==> src/rtl/joy_db9md_pkg.sv <==
// Shared definitions for the DB9 Mega Drive joystick reader.
// This file holds the joystick word bit positions, the DB9 pin positions and the scan phase encoding.
package joy_db9md_pkg;

  localparam int JOY_R     = 0;
  localparam int JOY_L     = 1;
  localparam int JOY_D     = 2;
  localparam int JOY_U     = 3;
  localparam int JOY_B     = 4;
  localparam int JOY_C     = 5;
  localparam int JOY_A     = 6;
  localparam int JOY_START = 7;
  localparam int JOY_Z     = 8;
  localparam int JOY_Y     = 9;
  localparam int JOY_X     = 10;
  localparam int JOY_MODE  = 11;

  localparam int PIN_UP    = 0;
  localparam int PIN_DOWN  = 1;
  localparam int PIN_LEFT  = 2;
  localparam int PIN_RIGHT = 3;
  localparam int PIN_6     = 4;
  localparam int PIN_9     = 5;

  typedef enum logic [3:0] {
    ST_IDLE = 4'd0,
    ST_P0   = 4'd1,
    ST_P1   = 4'd2,
    ST_P2   = 4'd3,
    ST_P3   = 4'd4,
    ST_P4   = 4'd5,
    ST_P5   = 4'd6,
    ST_P6   = 4'd7,
    ST_P7   = 4'd8
  } state_e;

endpackage

==> src/rtl/db9md_port_decode.sv <==
// Per-port decoder: captures the DB9 pins in the sampling phases of one scan and assembles the
// shadow joystick word. The port type (none or Atari, 3-button, 6-button) is worked out from those samples.
module db9md_port_decode
  import joy_db9md_pkg::*;
(
  input  logic        clk,
  input  logic        rst,
  input  logic        clr,
  input  logic        strobe,
  input  state_e      phase,
  input  logic [5:0]  pins,
  output logic [15:0] word,
  output logic        six
);

  logic [5:0] p0_q, p0_d;
  logic       md_q, md_d;
  logic       a_q, a_d;
  logic       start_q, start_d;
  logic       up1_q, up1_d;
  logic       down1_q, down1_d;
  logic       six_q, six_d;
  logic [3:0] ext_q, ext_d;
  logic [3:0] ext_s;

  // Sample capture: the clear at scan start wins over any strobe.
  always_comb begin
    p0_d    = p0_q;
    md_d    = md_q;
    a_d     = a_q;
    start_d = start_q;
    up1_d   = up1_q;
    down1_d = down1_q;
    six_d   = six_q;
    ext_d   = ext_q;
    if (clr) begin
      p0_d    = 6'h00;
      md_d    = 1'b0;
      a_d     = 1'b0;
      start_d = 1'b0;
      up1_d   = 1'b0;
      down1_d = 1'b0;
      six_d   = 1'b0;
      ext_d   = 4'h0;
    end else if (strobe) begin
      case (phase)
        ST_P0: p0_d = pins;
        ST_P1: begin
          md_d    = pins[PIN_LEFT] & pins[PIN_RIGHT];
          a_d     = pins[PIN_6];
          start_d = pins[PIN_9];
          up1_d   = pins[PIN_UP];
          down1_d = pins[PIN_DOWN];
        end
        ST_P5: six_d = &pins[3:0];
        ST_P6: begin
          if (six_q) ext_d = pins[3:0];
          else       ext_d = ext_q;
        end
        default: p0_d = p0_q;
      endcase
    end else begin
      p0_d = p0_q;
    end
  end

  // Shadow register bank.
  always_ff @(posedge clk) begin
    if (rst) begin
      p0_q    <= 6'h00;
      md_q    <= 1'b0;
      a_q     <= 1'b0;
      start_q <= 1'b0;
      up1_q   <= 1'b0;
      down1_q <= 1'b0;
      six_q   <= 1'b0;
      ext_q   <= 4'h0;
    end else begin
      p0_q    <= p0_d;
      md_q    <= md_d;
      a_q     <= a_d;
      start_q <= start_d;
      up1_q   <= up1_d;
      down1_q <= down1_d;
      six_q   <= six_d;
      ext_q   <= ext_d;
    end
  end

  assign ext_s = (md_q & six_q) ? ext_q : 4'h0;
  assign six   = md_q & six_q;

  // With SELECT low an MD pad grounds left/right, so up/down are trusted from P1 instead.
  always_comb begin
    word              = 16'h0000;
    word[JOY_R]       = p0_q[PIN_RIGHT];
    word[JOY_L]       = p0_q[PIN_LEFT];
    word[JOY_D]       = md_q ? down1_q : p0_q[PIN_DOWN];
    word[JOY_U]       = md_q ? up1_q : p0_q[PIN_UP];
    word[JOY_B]       = p0_q[PIN_6];
    word[JOY_C]       = p0_q[PIN_9];
    word[JOY_A]       = md_q & a_q;
    word[JOY_START]   = md_q & start_q;
    word[JOY_Z]       = ext_s[PIN_UP];
    word[JOY_Y]       = ext_s[PIN_DOWN];
    word[JOY_X]       = ext_s[PIN_LEFT];
    word[JOY_MODE]    = ext_s[PIN_RIGHT];
  end

endmodule

==> src/rtl/joy_db9md_reader.sv <==
// Two-port DB9 Mega Drive joystick scanner sharing one SELECT line.
// It publishes active-high button words once per scan, and all of its outputs are registered.
module joy_db9md_reader
  import joy_db9md_pkg::*;
#(
  parameter int STEP_DIV   = 70,
  parameter int SCAN_STEPS = 1000
) (
  input  logic        clk,
  input  logic        rst,
  input  logic [5:0]  db9_1,
  input  logic [5:0]  db9_2,
  output logic        db9_sel,
  output logic [15:0] joy1,
  output logic [15:0] joy2,
  output logic        pad6_1,
  output logic        pad6_2,
  output logic        scan_done
);

  localparam int DIV_W  = (STEP_DIV > 1) ? $clog2(STEP_DIV) : 1;
  localparam int STEP_W = $clog2(SCAN_STEPS);

  logic [DIV_W-1:0]  div_q, div_d;
  logic [STEP_W-1:0] step_q, step_d;
  state_e            state_q, state_d;
  logic              sel_q, sel_d;
  logic [15:0]       joy1_q, joy1_d, joy2_q, joy2_d;
  logic              pad6_1_q, pad6_1_d, pad6_2_q, pad6_2_d;
  logic              done_q, done_d;
  logic [5:0]        meta1_q, sync1_q, meta2_q, sync2_q;
  logic              step_tick;
  logic              clr_s;
  logic [15:0]       word1_s, word2_s;
  logic              six1_s, six2_s;

  assign step_tick = (div_q == DIV_W'(STEP_DIV - 1));

  // Step divider, phase sequencing and output load.
  always_comb begin
    div_d    = step_tick ? {DIV_W{1'b0}} : div_q + DIV_W'(1);
    state_d  = state_q;
    step_d   = step_q;
    joy1_d   = joy1_q;
    joy2_d   = joy2_q;
    pad6_1_d = pad6_1_q;
    pad6_2_d = pad6_2_q;
    done_d   = 1'b0;
    clr_s    = 1'b0;
    if (step_tick) begin
      case (state_q)
        ST_IDLE: begin
          if (step_q == STEP_W'(SCAN_STEPS - 9)) begin
            state_d = ST_P0;
            step_d  = {STEP_W{1'b0}};
            clr_s   = 1'b1;
          end else begin
            step_d  = step_q + STEP_W'(1);
          end
        end
        ST_P0: state_d = ST_P1;
        ST_P1: state_d = ST_P2;
        ST_P2: state_d = ST_P3;
        ST_P3: state_d = ST_P4;
        ST_P4: state_d = ST_P5;
        ST_P5: state_d = ST_P6;
        ST_P6: state_d = ST_P7;
        ST_P7: begin
          state_d  = ST_IDLE;
          joy1_d   = word1_s;
          joy2_d   = word2_s;
          pad6_1_d = six1_s;
          pad6_2_d = six2_s;
          done_d   = 1'b1;
        end
        default: state_d = ST_IDLE;
      endcase
    end else begin
      state_d = state_q;
    end
    case (state_d)
      ST_P1, ST_P3, ST_P5, ST_P7: sel_d = 1'b0;
      default:                    sel_d = 1'b1;
    endcase
  end

  // Phase FSM with its registered outputs and the pin synchronizers.
  always_ff @(posedge clk) begin
    if (rst) begin
      div_q    <= {DIV_W{1'b0}};
      step_q   <= {STEP_W{1'b0}};
      state_q  <= ST_IDLE;
      sel_q    <= 1'b1;
      joy1_q   <= 16'h0000;
      joy2_q   <= 16'h0000;
      pad6_1_q <= 1'b0;
      pad6_2_q <= 1'b0;
      done_q   <= 1'b0;
      meta1_q  <= 6'h3F;
      sync1_q  <= 6'h3F;
      meta2_q  <= 6'h3F;
      sync2_q  <= 6'h3F;
    end else begin
      div_q    <= div_d;
      step_q   <= step_d;
      state_q  <= state_d;
      sel_q    <= sel_d;
      joy1_q   <= joy1_d;
      joy2_q   <= joy2_d;
      pad6_1_q <= pad6_1_d;
      pad6_2_q <= pad6_2_d;
      done_q   <= done_d;
      meta1_q  <= db9_1;
      sync1_q  <= meta1_q;
      meta2_q  <= db9_2;
      sync2_q  <= meta2_q;
    end
  end

  db9md_port_decode u_port1 (
    .clk    (clk),
    .rst    (rst),
    .clr    (clr_s),
    .strobe (step_tick),
    .phase  (state_q),
    .pins   (~sync1_q),
    .word   (word1_s),
    .six    (six1_s)
  );

  db9md_port_decode u_port2 (
    .clk    (clk),
    .rst    (rst),
    .clr    (clr_s),
    .strobe (step_tick),
    .phase  (state_q),
    .pins   (~sync2_q),
    .word   (word2_s),
    .six    (six2_s)
  );

  assign db9_sel   = sel_q;
  assign joy1      = joy1_q;
  assign joy2      = joy2_q;
  assign pad6_1    = pad6_1_q;
  assign pad6_2    = pad6_2_q;
  assign scan_done = done_q;

endmodule

==> config.mk <==
export PLATFORM = sky130hd
export DESIGN_NAME = joy_db9md_reader
export DESIGN_NICKNAME = d
export VERILOG_FILES = /design/src/rtl/joy_db9md_pkg.sv /design/src/rtl/db9md_port_decode.sv /design/src/rtl/joy_db9md_reader.sv
export SDC_FILE = /design/constraint.sdc
export NUM_CORES = 1
export LEC_CHECK = 0
export ABC_AREA = 0
export CORE_UTILIZATION = 49
export CTS_CLUSTER_DIAMETER = 60
export DETAILED_ROUTE_END_ITERATION = 16
export HOLD_SLACK_MARGIN = 0.03
export PLACE_DENSITY = 0.75
export SYNTH_ARGS = -nofsm -noshare
export SYNTH_HDL_FRONTEND = slang
export SYNTH_SLANG_ARGS = --single-unit
==> constraint.sdc <==
create_clock -name clk -period 1.63 [get_ports clk]
set_clock_uncertainty 0.1 [all_clocks]
set_input_delay 0.326 -clock clk [delete_from_list [all_inputs] [get_ports clk]]
set_output_delay 0.326 -clock clk [all_outputs]
set_load 0.01 [all_outputs]
==> results of run 1 <==
cells in the final DEF (no fill, tap or decap), types with 6 or more instances in the layout:
master	netlist	layout
clkbuf_8	0	9
dlygate4sd2_1	0	28
or2_0	8	6
clkdlybuf4s50_1	0	12
nor3_1	7	6
nor2_1	36	32
nand2_1	47	43
buf_12	0	7
a21oi_2	0	18
buf_6	0	10
dfxtp_1	105	99
or2_2	25	24
buf_4	13	40
a21oi_1	44	25
conb_1	1	8
nand4_1	18	18
mux2i_1	9	8
a211oi_2	0	20
nand3_1	14	11
final cells by class:
| class | count | area, um^2 |
|---|---|---|
| fillers | 561 | 2250 |
| flip-flops and latches | 105 | 2110 |
| multi-input cells | 293 | 2050 |
| repair buffers | 106 | 1100 |
| clock buffers | 10 | 128 |
| well taps | 102 | 128 |
| clock inverters | 6 | 58.8 |
| inverters | 6 | 22.5 |
registers in the layout, indices dropped and copies added (netlist names), 4 cells and up:
name	count
sync1_q	6
u_port2.p0_q	6
sync2_q	6
joy1	12
meta1_q	6
u_port1.ext_q	4
u_port2.ext_q	4
u_port1.p0_q	6
joy2	12
div_q	7
meta2_q	6
step_q	10
state_q	4
layer usage:
metal	up-vias	global-route usage, %	share of wire [%]
li1	1663	-	-
met1	1737	27.2	41
met2	160	37.7	50
met3	33	3.45	5.6
met4	0	11.3	3.7
met5	-	0	0
cell families (layout without fill, tap and decap cells):
family	after synthesis	count (layout)	synth area share [%]
simple gates	187	187	25.9
other cells	1	8	0.0933
fa+ha+maj	3	3	0.934
xor+xnor	7	7	1.53
mux	9	9	2.24
compound gates	79	79	11.8
buf+inv	40	128	5.23
flops	105	105	52.3
critical path: stages, from the launching register on:
cell and delay, ns:
dfxtp_2 0.34, inv_2 0.06, ha_4 0.12, and4bb_1 0.25, buf_6 0.15, nand4_1 0.13, buf_6 0.17, or3_1 0.32
a21oi_1 0.15
repair_timing:
| item | CTS | global route |
|---|---|---|
| pin swaps | 26 | 19 |
| hold endpoints to repair | 0 | 0 |
| gates cloned | 6 | 5 |
| resized for setup | 60 | 59 |
| endpoints found under the setup margin | 96 | 72 |
| buffers inserted | 11 | 4 |
path summary, 6_finish.rpt:
path | slack (ns) | depth (start not counted) | end
max | -0.22 | 8 | u_port2.md_q
min reg2reg | 0.32 | 1 | sync2_q[1]
max reg2reg | -0.22 | 8 | u_port2.md_q
min | 0.19 | 3 | step_q[8]
through the flow:
step / setup WS (ns) / setup TNS, ns / cell area [um^2] / util, % / cells
after floorplan: -0.101 / -2.95 / 4120 / - / 438
after global placement: -0.177 / -7.63 / 4790 / 61.1 / 589
after detailed placement: -0.224 / -9.67 / 4790 / 61.1 / 589
after CTS: -0.162 / -5.74 / 5240 / 66.8 / 622
after global routing: -0.270 / -13.35 / 5600 / 71.3 / 628
final: -0.217 / -9.69 / 5600 / 71.3 / 628
power breakdown:
| part | leakage [nW] | switching (mW) | total [mW] | internal (mW) |
|---|---|---|---|---|
| Combinational | 1.17 | 0.0999 | 0.212 | 0.112 |
| Sequential | 0.855 | 0.0275 | 2.62 | 2.60 |
| Clock | 0.0924 | 0.946 | 1.54 | 0.594 |
| Total | 2.12 | 1.07 | 4.38 | 3.30 |
==> impl_metrics.toml, run 1 <==
[routing]
drtPass1Iterations = 7
drt_iter0_markers = 245
ant_nets = 0
drc = 0
routed_wl_um = 10700
avgRoutedWirePerCell_um = 17.0
routed-via-count = 3593
via_per_inst = 5.72

[sta]
min_period_over_period_pct = 113
period_needed_ns = 1.85
setup_viol = 68
rsz0062_at_grt = "true"
report.final.hold_viol_count = 0
fin_ws_ns = -0.217
fmax_ghz = 0.541
timing.hold.ws_ns = 0.191
drv_slew = 0

[global_routing]
grt_pass1_wl_um = 15000
grt_start_max_net_pins = 68
grt-ovfl-total = 0
antenna_found_initial = 0
grt_pass1_vias = 3198
grt_usage_pct = 22.2

[outcome]
status = "finished, violations left"
violations = "negative setup slack"

[final_layout]
layout-drive-gt1-share_pct = 33.8
area_delta_synth_final_pct = 39.2
insertedDiodeCount = 0
final_net_count = 538

[synthesis]
synthFlopType = "dfxtp_1"
yosysWarnings = 0
ys_seq_elements = 105
synth_area_leaders = "dfxtp_1, a21oi_1, a211oi_1, nand2_1, or2_2"
synth.most_common_cell = "dfxtp_1"
yosysSeqAreaShare_pct = 52.3
synthDistinctLibCells = 42
syn_area_per_cell_um2 = 9.33
synth_commonest_cells = "dfxtp_1, nand2_1, a21oi_1"
yosysTopAreaCell = "dfxtp_1"
synth_edf_count = 0
synth_top_cell_area_share_pct = 52.3
syn_area_um2 = 4020
async_flop_share_pct = 0
synth_cells = 431

[power]
p_total_mw = 4.38
powerDensity_nw_per_um2 = 782
p_leak_nw = 2.12
ir_drop_v = 0.000553

[floorplan]
num_rows = 32
die_area_um2 = 8570
core_area_um2 = 7850
initial_utilization_pct = 51.2
die_w_um = 92.6
ios = 50
die_y_um = 92.6

[worst_hold_path]
hold_path_class = "input pin to register"
holdCritStartpoint = "rst"

[setup_path]
cp-end-kind = "register"
startpoint_type = "register"
rr_startpoint = "div_q[1]"
setup.worst_path.start = "div_q[1]"
required_ns = 1.83
worstPathMaxFanout = 8
worstSetupPathType = "register to register"
arrival_ns = 2.05

[cts]
clk_latency_ns = 0.37
cts_made_buffers = 9
holdBufCountCts = 0
cts_max_level = 3
cts_root_buf = "clkbuf_8"
cts_num_sinks = 105
clk_path_buf_depth = 2
clkTransAtPathRegs_ns = 0.11
cts_tree = "built"

[placed_design]
place_hpwl_um = 5380
globalplace.congestion = 0.810
port_buffers = 41

[flow_run]
cap_viol_max_count = 0
Note: power is estimated with default switching activity, not from simulation.
==> run 2: changes to the inputs <==
--- a/config.mk
+++ b/config.mk
@@ -6,11 +6,12 @@
 export NUM_CORES = 1
 export LEC_CHECK = 0
 export ABC_AREA = 0
-export CORE_UTILIZATION = 49
+export ABC_CLOCK_PERIOD_IN_PS = 1630
+export CORE_UTILIZATION = 45
 export CTS_CLUSTER_DIAMETER = 60
 export DETAILED_ROUTE_END_ITERATION = 16
 export HOLD_SLACK_MARGIN = 0.03
-export PLACE_DENSITY = 0.75
+export PLACE_DENSITY_LB_ADDON = 0.08
 export SYNTH_ARGS = -nofsm -noshare
 export SYNTH_HDL_FRONTEND = slang
 export SYNTH_SLANG_ARGS = --single-unit
==> impl_metrics.toml, run 2 (same netlist as run 1, synthesis figures left out) <==
[routing]
via_per_inst = 5.31
avgRoutedWirePerCell_um = 15.4
ant_nets = 0
drt_iter0_markers = 163
drc = 0
routed-via-count = 3382
drtPass1Iterations = 4
routed_wl_um = 9820

[floorplan]
die_y_um = 96.5
initial_utilization_pct = 46.3
die_area_um2 = 9320
num_rows = 34
core_area_um2 = 8680
ios = 50
die_w_um = 96.5

[flow_run]
cap_viol_max_count = 0

[placed_design]
dpl_worst_slack_ns = -0.285
port_buffers = 41
placed_cell_area_um2 = 4800
dp_cells = 598
place_hpwl_um = 5760
globalplace.congestion = 0.836

[setup_path]
worstPathMaxFanout = 16
cp-end-kind = "register"
startpoint_type = "register"
arrival_ns = 2.01
required_ns = 1.83
worstSetupPathType = "register to register"

[worst_hold_path]
hold_path_class = "input pin to register"

[sta]
min_period_over_period_pct = 111
relSlewSlack_pct = 66.3
fin_ws_ns = -0.184
rsz0062_at_grt = "true"
drv_slew = 0
setup_viol = 69
worst_pin_slew_ns = 0.504
fmax_ghz = 0.551
report.final.hold_viol_count = 0
period_needed_ns = 1.81

[cts]
clkTransAtPathRegs_ns = 0.10
cts_made_buffers = 9
clk_path_buf_depth = 2
clk_latency_ns = 0.38
cts_tree = "built"
cts_max_level = 3
cts_root_buf = "clkbuf_8"
cts_num_sinks = 105

[power]
p_leak_nw = 2.19
ir_drop_v = 0.000519
p_total_mw = 4.36
powerDensity_nw_per_um2 = 767

[global_routing]
grt_start_max_net_pins = 35
grt_pass1_vias = 2988
grt-ovfl-total = 0
antenna_found_initial = 0
grt_pass1_wl_um = 14600
grt_usage_pct = 20.7

[outcome]
violations = "negative setup slack"
status = "finished, violations left"

[final_layout]
fin_cells = 637
finish.utilization_pct = 65.5
most-common-layout-cells = "dfxtp_1, buf_4, nand2_1, dlygate4sd2_1, nor2_1"
final_net_count = 541
insertedDiodeCount = 0
layout-drive-gt1-share_pct = 37.6
layout_commonest_cell = "dfxtp_1"
design_area_um2 = 5690
area_delta_synth_final_pct = 41.5
-- run 2: cell count changes in the layout (fill, tap and decap cells not counted), sizes merged --
cell | previous run | this run
buf | 62 | 67
clkinv | 2 | 0
inv | 9 | 11
clkbuf | 14 | 12
-- run 2: stage by stage --
stage / TNS (ns) / hold WS [ns]
after global placement: -11.28 / 0.292
after CTS: -3.88 / 0.168
final: -5.11 / 0.179
after floorplan: -2.95 / 0.289
after global routing: -9.66 / 0.199
after detailed placement: -15.39 / 0.294
-- run 2: path summary, 6_finish.rpt --
| path | to | slack, ns | from | cells after the start |
|---|---|---|---|---|
| max | u_port2.md_q | -0.18 | div_q[1] | 7 |
| min | div_q[5] | 0.18 | rst | 2 |
| max reg2reg | u_port2.md_q | -0.18 | div_q[1] | 7 |
| min reg2reg | sync1_q[3] | 0.32 | meta1_q[3] | 1 |
-- run 2: area by class of cell --
cell class	count	area, um^2
fill	729	2990
multi-input combinational	293	2130
sequential	105	2120
timing repair buffer	109	1100
tap	108	135
clock buffer	10	128
clock inverter	6	53.8
inverter	6	22.5
-- run 2: metal layers --
metal  share of wire [%]  track usage, %  wire length (um)  vias up
met2                  45            32.6              4450       74
met5                   0               0                 0        -
met3                 3.3            3.99               324       18
met1                  49            28.5              4810     1615
met4                 2.3            6.62               230        0
li1                    -               -                 -     1675
-- run 2: worst max-delay path: stages, from the launching register on --
cell      delay (ns)
dfxtp_2         0.33
inv_2           0.06
ha_4            0.13
and4bb_4        0.31
nand4_1         0.13
buf_6           0.18
or3_1           0.33
a21oi_1         0.18
-- run 2: repair_timing --
action,CTS,global route
gates resized for setup,64,79
setup endpoints to repair,101,73
hold buffers,0,0
setup buffers,11,6
pin swaps,19,32
gates cloned,4,3
-- run 2: power breakdown --
part / internal (mW) / switching (mW)
Clock: 0.589 / 0.938
Combinational: 0.114 / 0.0998
Sequential: 2.60 / 0.0275
Total: 3.30 / 1.07
